==> src/rtl/fifo_dualport_thr_if.sv <==
// Stream-buffer handshake bundle for fifo_dualport_thr: producer/consumer controls,
// head data, occupancy, threshold and sticky error flags.
interface fifo_dualport_thr_if #(
  parameter int WIDTH = 8,
  parameter int DEPTH = 8
) ();
  localparam int CW = $clog2(DEPTH + 1);

  logic             push;
  logic             pop;
  logic [WIDTH-1:0] data_i;
  logic             clr_err;
  logic [WIDTH-1:0] data_out;
  logic             empty;
  logic             full;
  logic             almost_empty;
  logic             almost_full;
  logic [CW-1:0]    count;
  logic             overflow;
  logic             underflow;

  modport master (
    output push, pop, data_i, clr_err,
    input  data_out, empty, full, almost_empty, almost_full, count, overflow, underflow
  );

  modport slave (
    input  push, pop, data_i, clr_err,
    output data_out, empty, full, almost_empty, almost_full, count, overflow, underflow
  );
endinterface

==> src/rtl/fifo_dualport_thr.sv <==
// First-word-fall-through FIFO on a simple dual-port RAM with registered read port;
// a bypass register hides the read latency so the head word is always on data_out.
module fifo_dualport_thr #(
  parameter int WIDTH    = 8,
  parameter int DEPTH    = 8,
  parameter int AF_LEVEL = DEPTH - 1,
  parameter int AE_LEVEL = 1
) (
  input logic             clk,
  input logic             rst,
  fifo_dualport_thr_if.slave bus
);
  localparam int CW = $clog2(DEPTH + 1);
  localparam int PW = $clog2(DEPTH);

  localparam logic [CW-1:0] DEPTH_C  = CW'(DEPTH);
  localparam logic [CW-1:0] AF_C     = CW'(AF_LEVEL);
  localparam logic [CW-1:0] AE_C     = CW'(AE_LEVEL);
  localparam logic [CW-1:0] ONE_C    = CW'(1);
  localparam logic [CW-1:0] TWO_C    = CW'(2);
  localparam logic [PW-1:0] LAST_PTR = PW'(DEPTH - 1);

  logic [WIDTH-1:0] mem [DEPTH];

  logic [PW-1:0]    wr_ptr;
  logic [PW-1:0]    rd_ptr;
  logic [PW-1:0]    rd_addr;
  logic [CW-1:0]    count;
  logic             byp_vld_p1;
  logic [WIDTH-1:0] byp_data_p1;
  logic [WIDTH-1:0] rd_data_p1;
  logic             overflow_q;
  logic             underflow_q;

  logic empty_c;
  logic full_c;
  logic pop_ok;
  logic push_ok;
  logic byp_push;
  logic ram_wr;
  logic ram_rd;
  logic ovf_set;
  logic unf_set;

  function automatic logic [PW-1:0] ptr_inc(input logic [PW-1:0] p);
    return (p == LAST_PTR) ? '0 : p + PW'(1);
  endfunction

  // rd_ptr marks the head's slot; the RAM always prefetches the slot after it.
  always_comb begin
    empty_c  = (count == '0);
    full_c   = (count == DEPTH_C);
    pop_ok   = bus.pop & ~empty_c;
    push_ok  = bus.push & (~full_c | pop_ok);
    byp_push = push_ok & ((count == '0) | ((count == ONE_C) & pop_ok));
    ram_wr   = push_ok & ~byp_push;
    ram_rd   = pop_ok & (count >= TWO_C);
    rd_addr  = ptr_inc(rd_ptr);
    ovf_set  = bus.push & full_c & ~pop_ok;
    unf_set  = bus.pop & empty_c;
  end

  // Stage p1: control state (pointers, occupancy, bypass flag, sticky errors)
  always_ff @(posedge clk) begin
    if (rst) begin
      wr_ptr      <= '0;
      rd_ptr      <= '0;
      count       <= '0;
      byp_vld_p1  <= 1'b0;
      overflow_q  <= 1'b0;
      underflow_q <= 1'b0;
    end else begin
      // Bypass pushes still reserve a slot so the pointers stay in step with count.
      if (push_ok) wr_ptr <= ptr_inc(wr_ptr);
      if (pop_ok)  rd_ptr <= ptr_inc(rd_ptr);

      case ({push_ok, pop_ok})
        2'b10:   count <= count + ONE_C;
        2'b01:   count <= count - ONE_C;
        default: count <= count;
      endcase

      if (byp_push)    byp_vld_p1 <= 1'b1;
      else if (pop_ok) byp_vld_p1 <= 1'b0;

      if (ovf_set)          overflow_q <= 1'b1;
      else if (bus.clr_err) overflow_q <= 1'b0;

      if (unf_set)          underflow_q <= 1'b1;
      else if (bus.clr_err) underflow_q <= 1'b0;
    end
  end

  // Stage p1: data path (RAM write, registered prefetch read, bypass word)
  always_ff @(posedge clk) begin
    if (ram_wr)   mem[wr_ptr] <= bus.data_i;
    if (ram_rd)   rd_data_p1  <= mem[rd_addr];
    if (byp_push) byp_data_p1 <= bus.data_i;
  end

  assign bus.data_out     = byp_vld_p1 ? byp_data_p1 : rd_data_p1;
  assign bus.count        = count;
  assign bus.empty        = empty_c;
  assign bus.full         = full_c;
  assign bus.almost_empty = (count <= AE_C);
  assign bus.almost_full  = (count >= AF_C);
  assign bus.overflow     = overflow_q;
  assign bus.underflow    = underflow_q;
endmodule

==> src/flat_wrapper.sv <==
// flat-port wrapper written by rule: the top's interface ports become plain ports
module fifo_dualport_thr_flat 
#(
  parameter int WIDTH    = 8,
  parameter int DEPTH    = 8,
  parameter int AF_LEVEL = DEPTH - 1,
  parameter int AE_LEVEL = 1
)
  (clk, rst, bus_push, bus_pop, bus_data_i, bus_clr_err, bus_data_out, bus_empty, bus_full, bus_almost_empty, bus_almost_full, bus_count, bus_overflow, bus_underflow);
  fifo_dualport_thr_if #(.WIDTH(WIDTH), .DEPTH(DEPTH)) bus_i ();
  input logic clk;
  input logic rst;
  input wire logic [$bits(bus_i.push)-1:0] bus_push;
  input wire logic [$bits(bus_i.pop)-1:0] bus_pop;
  input wire logic [$bits(bus_i.data_i)-1:0] bus_data_i;
  input wire logic [$bits(bus_i.clr_err)-1:0] bus_clr_err;
  output wire logic [$bits(bus_i.data_out)-1:0] bus_data_out;
  output wire logic [$bits(bus_i.empty)-1:0] bus_empty;
  output wire logic [$bits(bus_i.full)-1:0] bus_full;
  output wire logic [$bits(bus_i.almost_empty)-1:0] bus_almost_empty;
  output wire logic [$bits(bus_i.almost_full)-1:0] bus_almost_full;
  output wire logic [$bits(bus_i.count)-1:0] bus_count;
  output wire logic [$bits(bus_i.overflow)-1:0] bus_overflow;
  output wire logic [$bits(bus_i.underflow)-1:0] bus_underflow;
  assign bus_i.push = bus_push;
  assign bus_i.pop = bus_pop;
  assign bus_i.data_i = bus_data_i;
  assign bus_i.clr_err = bus_clr_err;
  assign bus_data_out = bus_i.data_out;
  assign bus_empty = bus_i.empty;
  assign bus_full = bus_i.full;
  assign bus_almost_empty = bus_i.almost_empty;
  assign bus_almost_full = bus_i.almost_full;
  assign bus_count = bus_i.count;
  assign bus_overflow = bus_i.overflow;
  assign bus_underflow = bus_i.underflow;
  fifo_dualport_thr #(.WIDTH(WIDTH), .DEPTH(DEPTH), .AF_LEVEL(AF_LEVEL), .AE_LEVEL(AE_LEVEL)) u_core (.clk(clk), .rst(rst), .bus(bus_i));
endmodule
==> config.mk <==
export PLATFORM = sky130hd
export DESIGN_NAME = fifo_dualport_thr_flat
export DESIGN_NICKNAME = d
export VERILOG_FILES = /design/src/rtl/fifo_dualport_thr_if.sv /design/src/rtl/fifo_dualport_thr.sv /design/src/flat_wrapper.sv
export SDC_FILE = /design/constraint.sdc
export NUM_CORES = 1
export LEC_CHECK = 0
export ABC_AREA = 1
export ABC_CLOCK_PERIOD_IN_PS = 2450
export CAP_MARGIN = 20
export CORE_MARGIN = 4
export CORE_UTILIZATION = 35
export DETAILED_ROUTE_END_ITERATION = 6
export PLACE_DENSITY = 0.58
export SYNTH_ARGS = -nofsm -noshare
export SYNTH_HDL_FRONTEND = slang
export SYNTH_SLANG_ARGS = --single-unit
==> constraint.sdc <==
create_clock -name clk -period 2.45 [get_ports clk]
set_clock_uncertainty 0.05 [all_clocks]
set_input_delay 0.49 -clock clk [delete_from_list [all_inputs] [get_ports clk]]
set_output_delay 0.49 -clock clk [all_outputs]
set_load 0.005 [all_outputs]
After elaboration in Yosys (flattened, before gate mapping) --
Memory sizes are Yosys's and may differ from the RTL's. A register that Yosys moved wholly into a read port is not among the register bits. Cells that the tools add are included.
Word-level totals: bits in registers 21, latch bits 0, RAM bits 64, memory bits (read-only) 0, bits of input ports 13, memories kept 1
Cells by class: add/subtract/negate cells 4, multiply operators 0, divide/modulo/power cells 0, order comparisons 3, equality and inequality tests 6, shift-type cells 0, muxes and demuxes 11, bitwise operators 15, reduce and logical (&&, ||, !) cells 5
Memory list:
- u_core.mem | words 8, bits a word 8, rd ports 1, clocked after memory_dff 1, wr ports 1, RTL line fifo_dualport_thr.sv:23 | logic [WIDTH-1:0] mem [DEPTH];
Operators by type and width (number):
- 1-bit AND | 9
- 8-bit two-way mux | 1
- 4-bit case mux with 2 select lines | 1
- 2-bit nonzero test | 4
- 1-bit two-way mux | 7
- 3-bit by 1-bit adder with 3-bit output, second input constant | 2
- 3-bit equality test, second input constant | 2
- 3-bit two-way mux | 2
- 4-bit by 1-bit adder with 4-bit output, second input constant | 1
- 4-bit by 1-bit equality test with 1-bit output, second input constant | 1
- 4-bit equality test, second input constant | 1
- 4-bit by 2-bit >= comparator with 1-bit output, second input constant | 1
- 4-bit by 3-bit >= comparator with 1-bit output, second input constant | 1
- 4-bit by 1-bit less-or-equal comparator with 1-bit output, second input constant | 1
- 4-bit zero test | 1
- 1-bit NOT | 4
- 4-bit by 1-bit subtractor with 4-bit output, second input constant | 1
- 2-bit by 1-bit equality test with 1-bit output, second input constant | 1
- 2-bit equality test, second input constant | 1
- 1-bit OR | 2

Logic depth before layout (Yosys ltp) --
word-level depth 10, depth in mapped cells 12

Least setup slack after synthesis --
OpenSTA, ideal clock, no wires.
path kind register to register, from reg u_core.count[1] (netlist: u_core.bus.count[1]), to mem u_core.mem[7][0] (enable), library setup time 0.339 ns, arrival time 1.598 ns, slack 0.464 ns, stages on the path, launching flop included 10, path through dfxtp_1 -> inv_1 -> ha_1 -> nand2_1 -> nor2_2 -> nand2_2 -> nand2_2 -> or2_1 -> buf_6 -> nor2_2
RTL lines:
- start: declaration | RTL line fifo_dualport_thr.sv:28 | logic [CW-1:0] count;
- start signal: assignment | RTL line fifo_dualport_thr.sv:78 | 2'b10: count <= count + ONE_C;
- start signal: assignment | RTL line fifo_dualport_thr.sv:79 | 2'b01: count <= count - ONE_C;
- start signal: assignment | RTL line fifo_dualport_thr.sv:80 | default: count <= count;
- 4-bit equality test * | RTL line fifo_dualport_thr.sv:52 | full_c = (count == DEPTH_C);
- net bus_full | RTL line flat_wrapper.sv:19 | output wire logic [$bits(bus_i.full)-1:0] bus_full;
- 1-bit NOT * | RTL line fifo_dualport_thr.sv:54 | push_ok = bus.push & (~full_c | pop_ok);
- 1-bit OR * | RTL line fifo_dualport_thr.sv:54
- 1-bit AND * | RTL line fifo_dualport_thr.sv:54
- 1-bit AND | RTL line fifo_dualport_thr.sv:55 | byp_push = push_ok & ((count == '0) | ((count == ONE_C) & pop_ok));
- 1-bit NOT | RTL line fifo_dualport_thr.sv:56 | ram_wr = push_ok & ~byp_push;
- 1-bit AND * | RTL line fifo_dualport_thr.sv:56
- 1-bit two-way mux * | RTL line fifo_dualport_thr.sv:96 | if (ram_wr) mem[wr_ptr] <= bus.data_i;
- 1-bit two-way mux (not written as such) * | RTL line fifo_dualport_thr.sv:96
- end: declaration | RTL line fifo_dualport_thr.sv:23
The timed path passes the listed nets; every way through them passes the cells marked *.

Worst setup path after layout --
from reg u_core.count[0] (netlist: u_core.bus.count[0]), to out bus_full
Between the ends: cells in the longest elaborated chain, start to end 1
RTL lines (RTL line):
- 4-bit equality test | fifo_dualport_thr.sv:52
- end: declaration | flat_wrapper.sv:19
No other way between the ends.

==> metrics.txt <==
status finished, final reports clean; Syn Inst Count 381; cell taking the most area after synthesis edfxtp_1; top cells by area, synth edfxtp_1 59%, nand2_1 11%, dfxtp_1 6.4%; worst path bufs/invs 2; max cap viols 0; Crit Path Max Fanout 5; Netlist cell types 25; worst hold path class flop to flop; drt wl/cell 15.9 µm; sequential fraction of the synthesis area 65.6%; clk root buf clkbuf_16; Vert. Die Dim 116 µm; Mapped Nets 403; CTS max path bufs 2; final WL 9070 µm; Slew headroom 63.8%; Syn Area/Cell 10.6 µm²; H-tree levels 3; initial core utilization 35.7%; Pwr Density 1040 nW/µm²; setup ws final 0.132 ns; Detail Placement HPWL 6370 µm; FF-to-FF setup slack 0.36 ns; Worst Hold Launch u_core.bus.overflow$_SDFFE_PP0P_; die area 13400 µm²; fin crit period 2.32 ns; Mapped Area 4060 µm²; Max IR drop VDD 483 µV; hold slack final 0.415 ns; CTS hold repair buffers 0; count of warnings emitted by yosys 0; std cell rows 39; number of buffers created by CTS 9; Residual DRC 0; First-pass DRT Iterations 4; Worst-Skew Late Latency 0.34 ns; fill count 1064; total power 0.00504 W; share of cells above drive strength 1 12.4%; R2R Path End u_core.mem[4][5]$_DFFE_PP_; Multi-input gate area 1240 µm²; Post-synth EDFFs 80; DP Worst Slack 0.167 ns; Placer Congestion 0.850; Worst path slowest cell clkdlybuf4s50_1; post-CTS resize count 0; setup_tns 0 ns; Hold Vio Cnt, Final 0; CP cell instances inv_2, ha_1, nand2_1, nor2_4, clkdlybuf4s50_1; Worst setup EP type output pin; clock sink count 93; GRT Util Overall 14.8%; CTS tree done; antenna diode count 0; Die Wd 116 µm; share of Yosys cell area claimed by the top area cell type 59.2%; via count 2754; Clock Pin Slew Worst Setup and Hold Paths 0.06 ns; Startpoint Class flop; core region area 11400 µm²; Least-Margin Pin Slew 0.541 ns; register bit total from synthesis 93; GR Overflow Total 0; FMAX 0.431 GHz; Routed Antenna Nets 0; final setup violation count 0; I/O Pins 31; P&R area growth vs syn 20.0%; largest net degree at the start of global routing 35; most frequent cell after synthesis nand2_1; number of global-route vias before repair 2706; Crit path largest cell delay 0.52 ns; global-route wire length before repair 14700 µm; worst r2r src u_core.bus.count[0]$_SDFFE_PP0P_; Post-CTS Setup Bufs 0; leakage power 1.90 nW; critical path class flop to output pin; WHS Path Cells 2; Via density 4.84; top cells by count, synth 120 x nand2_1, 80 x edfxtp_1, 43 x o21ai_0, 22 x inv_1, 22 x nor2_1; Sequential Area 2660 µm²; DRT iter0 DRCs 221; initial antenna violation count 0; Worst Path Arrival 1.78 ns; prevailing post-synth register cell edfxtp_1; max-slew violation count 0; Worst Hold End u_core.bus.overflow$_SDFFE_PP0P_; fraction of registers with async set/reset 0%; CP Data Required Time 1.91 ns; Top Family by Delay on Critical Path buffers and inverters; final net count 444; PortBufs 30; crit share post-route 94.6%; worst r2r path cells 10; RSZ-0062 raised after global routing false
==> worst max-delay path by stage <==
| stage | from | end | slack, ns | cells past startpoint |
|---|---|---|---|---|
| floorplan | u_core.bus.count[1]$_SDFFE_PP0P_ | u_core.mem[7][0]$_DFFE_PP_ | 0.46 | 9 |
| global placement | bus_pop | u_core.mem[4][2]$_DFFE_PP_ | 0.18 | 8 |
| detailed placement | bus_pop | u_core.mem[4][2]$_DFFE_PP_ | 0.17 | 8 |
| CTS | u_core.bus.count[0]$_SDFFE_PP0P_ | bus_full | 0.04 | 5 |
| global route | u_core.bus.count[0]$_SDFFE_PP0P_ | bus_full | 0.04 | 5 |
| finish | u_core.bus.count[0]$_SDFFE_PP0P_ | bus_full | 0.13 | 5 |
==> registers in the layout, summed over array words and instances (netlist names) <==
| register | cells |
|---|---|
| u_core.rd_data_p1 | 8 |
| u_core.byp_data_p1 | 8 |
| u_core.mem | 64 |
| u_core.byp_vld_p1 | 1 |
| u_core.bus.underflow | 1 |
| u_core.rd_ptr | 3 |
| u_core.wr_ptr | 3 |
| u_core.bus.overflow | 1 |
| u_core.bus.count | 4 |
==> routing by layer <==
metal  vias to the layer above  global-route usage, %  wire length, µm
li1                       1373                      -                -
met1                      1281                   20.8             4310
met2                        85                   22.5             4070
met4                         0                   5.57              174
met5                         -                      0                0
met3                        15                   3.39              528
==> layout by cell type, fill, tap and decap left out, types with 13 or more instances in the layout <==
master / count
inv_1: 21
clkdlybuf4s50_1: 30
nor2_1: 22
o21ai_0: 43
nand2_1: 120
buf_4: 13
edfxtp_1: 80
dfxtp_1: 13
==> report_power, final <==
| group | internal (W) | switching [W] | total (W) | leakage [nW] |
|---|---|---|---|---|
| Combinational | 0.000700 | 0.00100 | 0.00170 | 0.924 |
| Sequential | 0.00197 | 0.0000949 | 0.00206 | 0.834 |
| Clock | 0.000692 | 0.000587 | 0.00128 | 0.137 |
| Total | 0.00336 | 0.00168 | 0.00504 | 1.90 |
==> worst reg2reg max path, cell delays in order, from the launching register on <==
cell     delay, ns
dfxtp_1       0.44
inv_2         0.09
ha_1          0.25
nand2_1       0.12
nor2_4        0.05
nand2_2       0.07
nand2_2       0.07
or2_1         0.27
buf_12        0.16
nor2_2        0.08
buf_4         0.17
==> metrics by stage <==
| stage | instance area [µm²] | instances | util (%) |
|---|---|---|---|
| finish | 4870 | 569 | 42.8 |
| global route | 4870 | 569 | 42.8 |
| floorplan | 4060 | 381 | - |
| detailed placement | 4590 | 554 | 40.4 |
| global placement | 4590 | 554 | 40.4 |
| CTS | 4860 | 569 | 42.8 |
==> kinds of logic (layout without fill, tap and decap cells) <==
family,after synthesis,after routing,synth area share (%)
DFF,93,93,65.6
xor gates and xnor gates,1,1,0.216
muxes,8,8,2.22
AOI/OAI and AO/OA,58,58,7.25
buffers and inverters,37,82,4.01
adders and majority gates,9,9,2.78
and+or+nand+nor,175,175,17.9
==> cell type report <==
class,count,area share (%)
Clock buffer,9,4.62
Clock inverter,6,0.925
Inverter,22,1.70
Multi-Input combinational cell,251,25.4
Sequential cell,93,54.7
Tap cell,143,3.67
Timing Repair Buffer,45,8.99
Power figures use the tool's default switching activity.
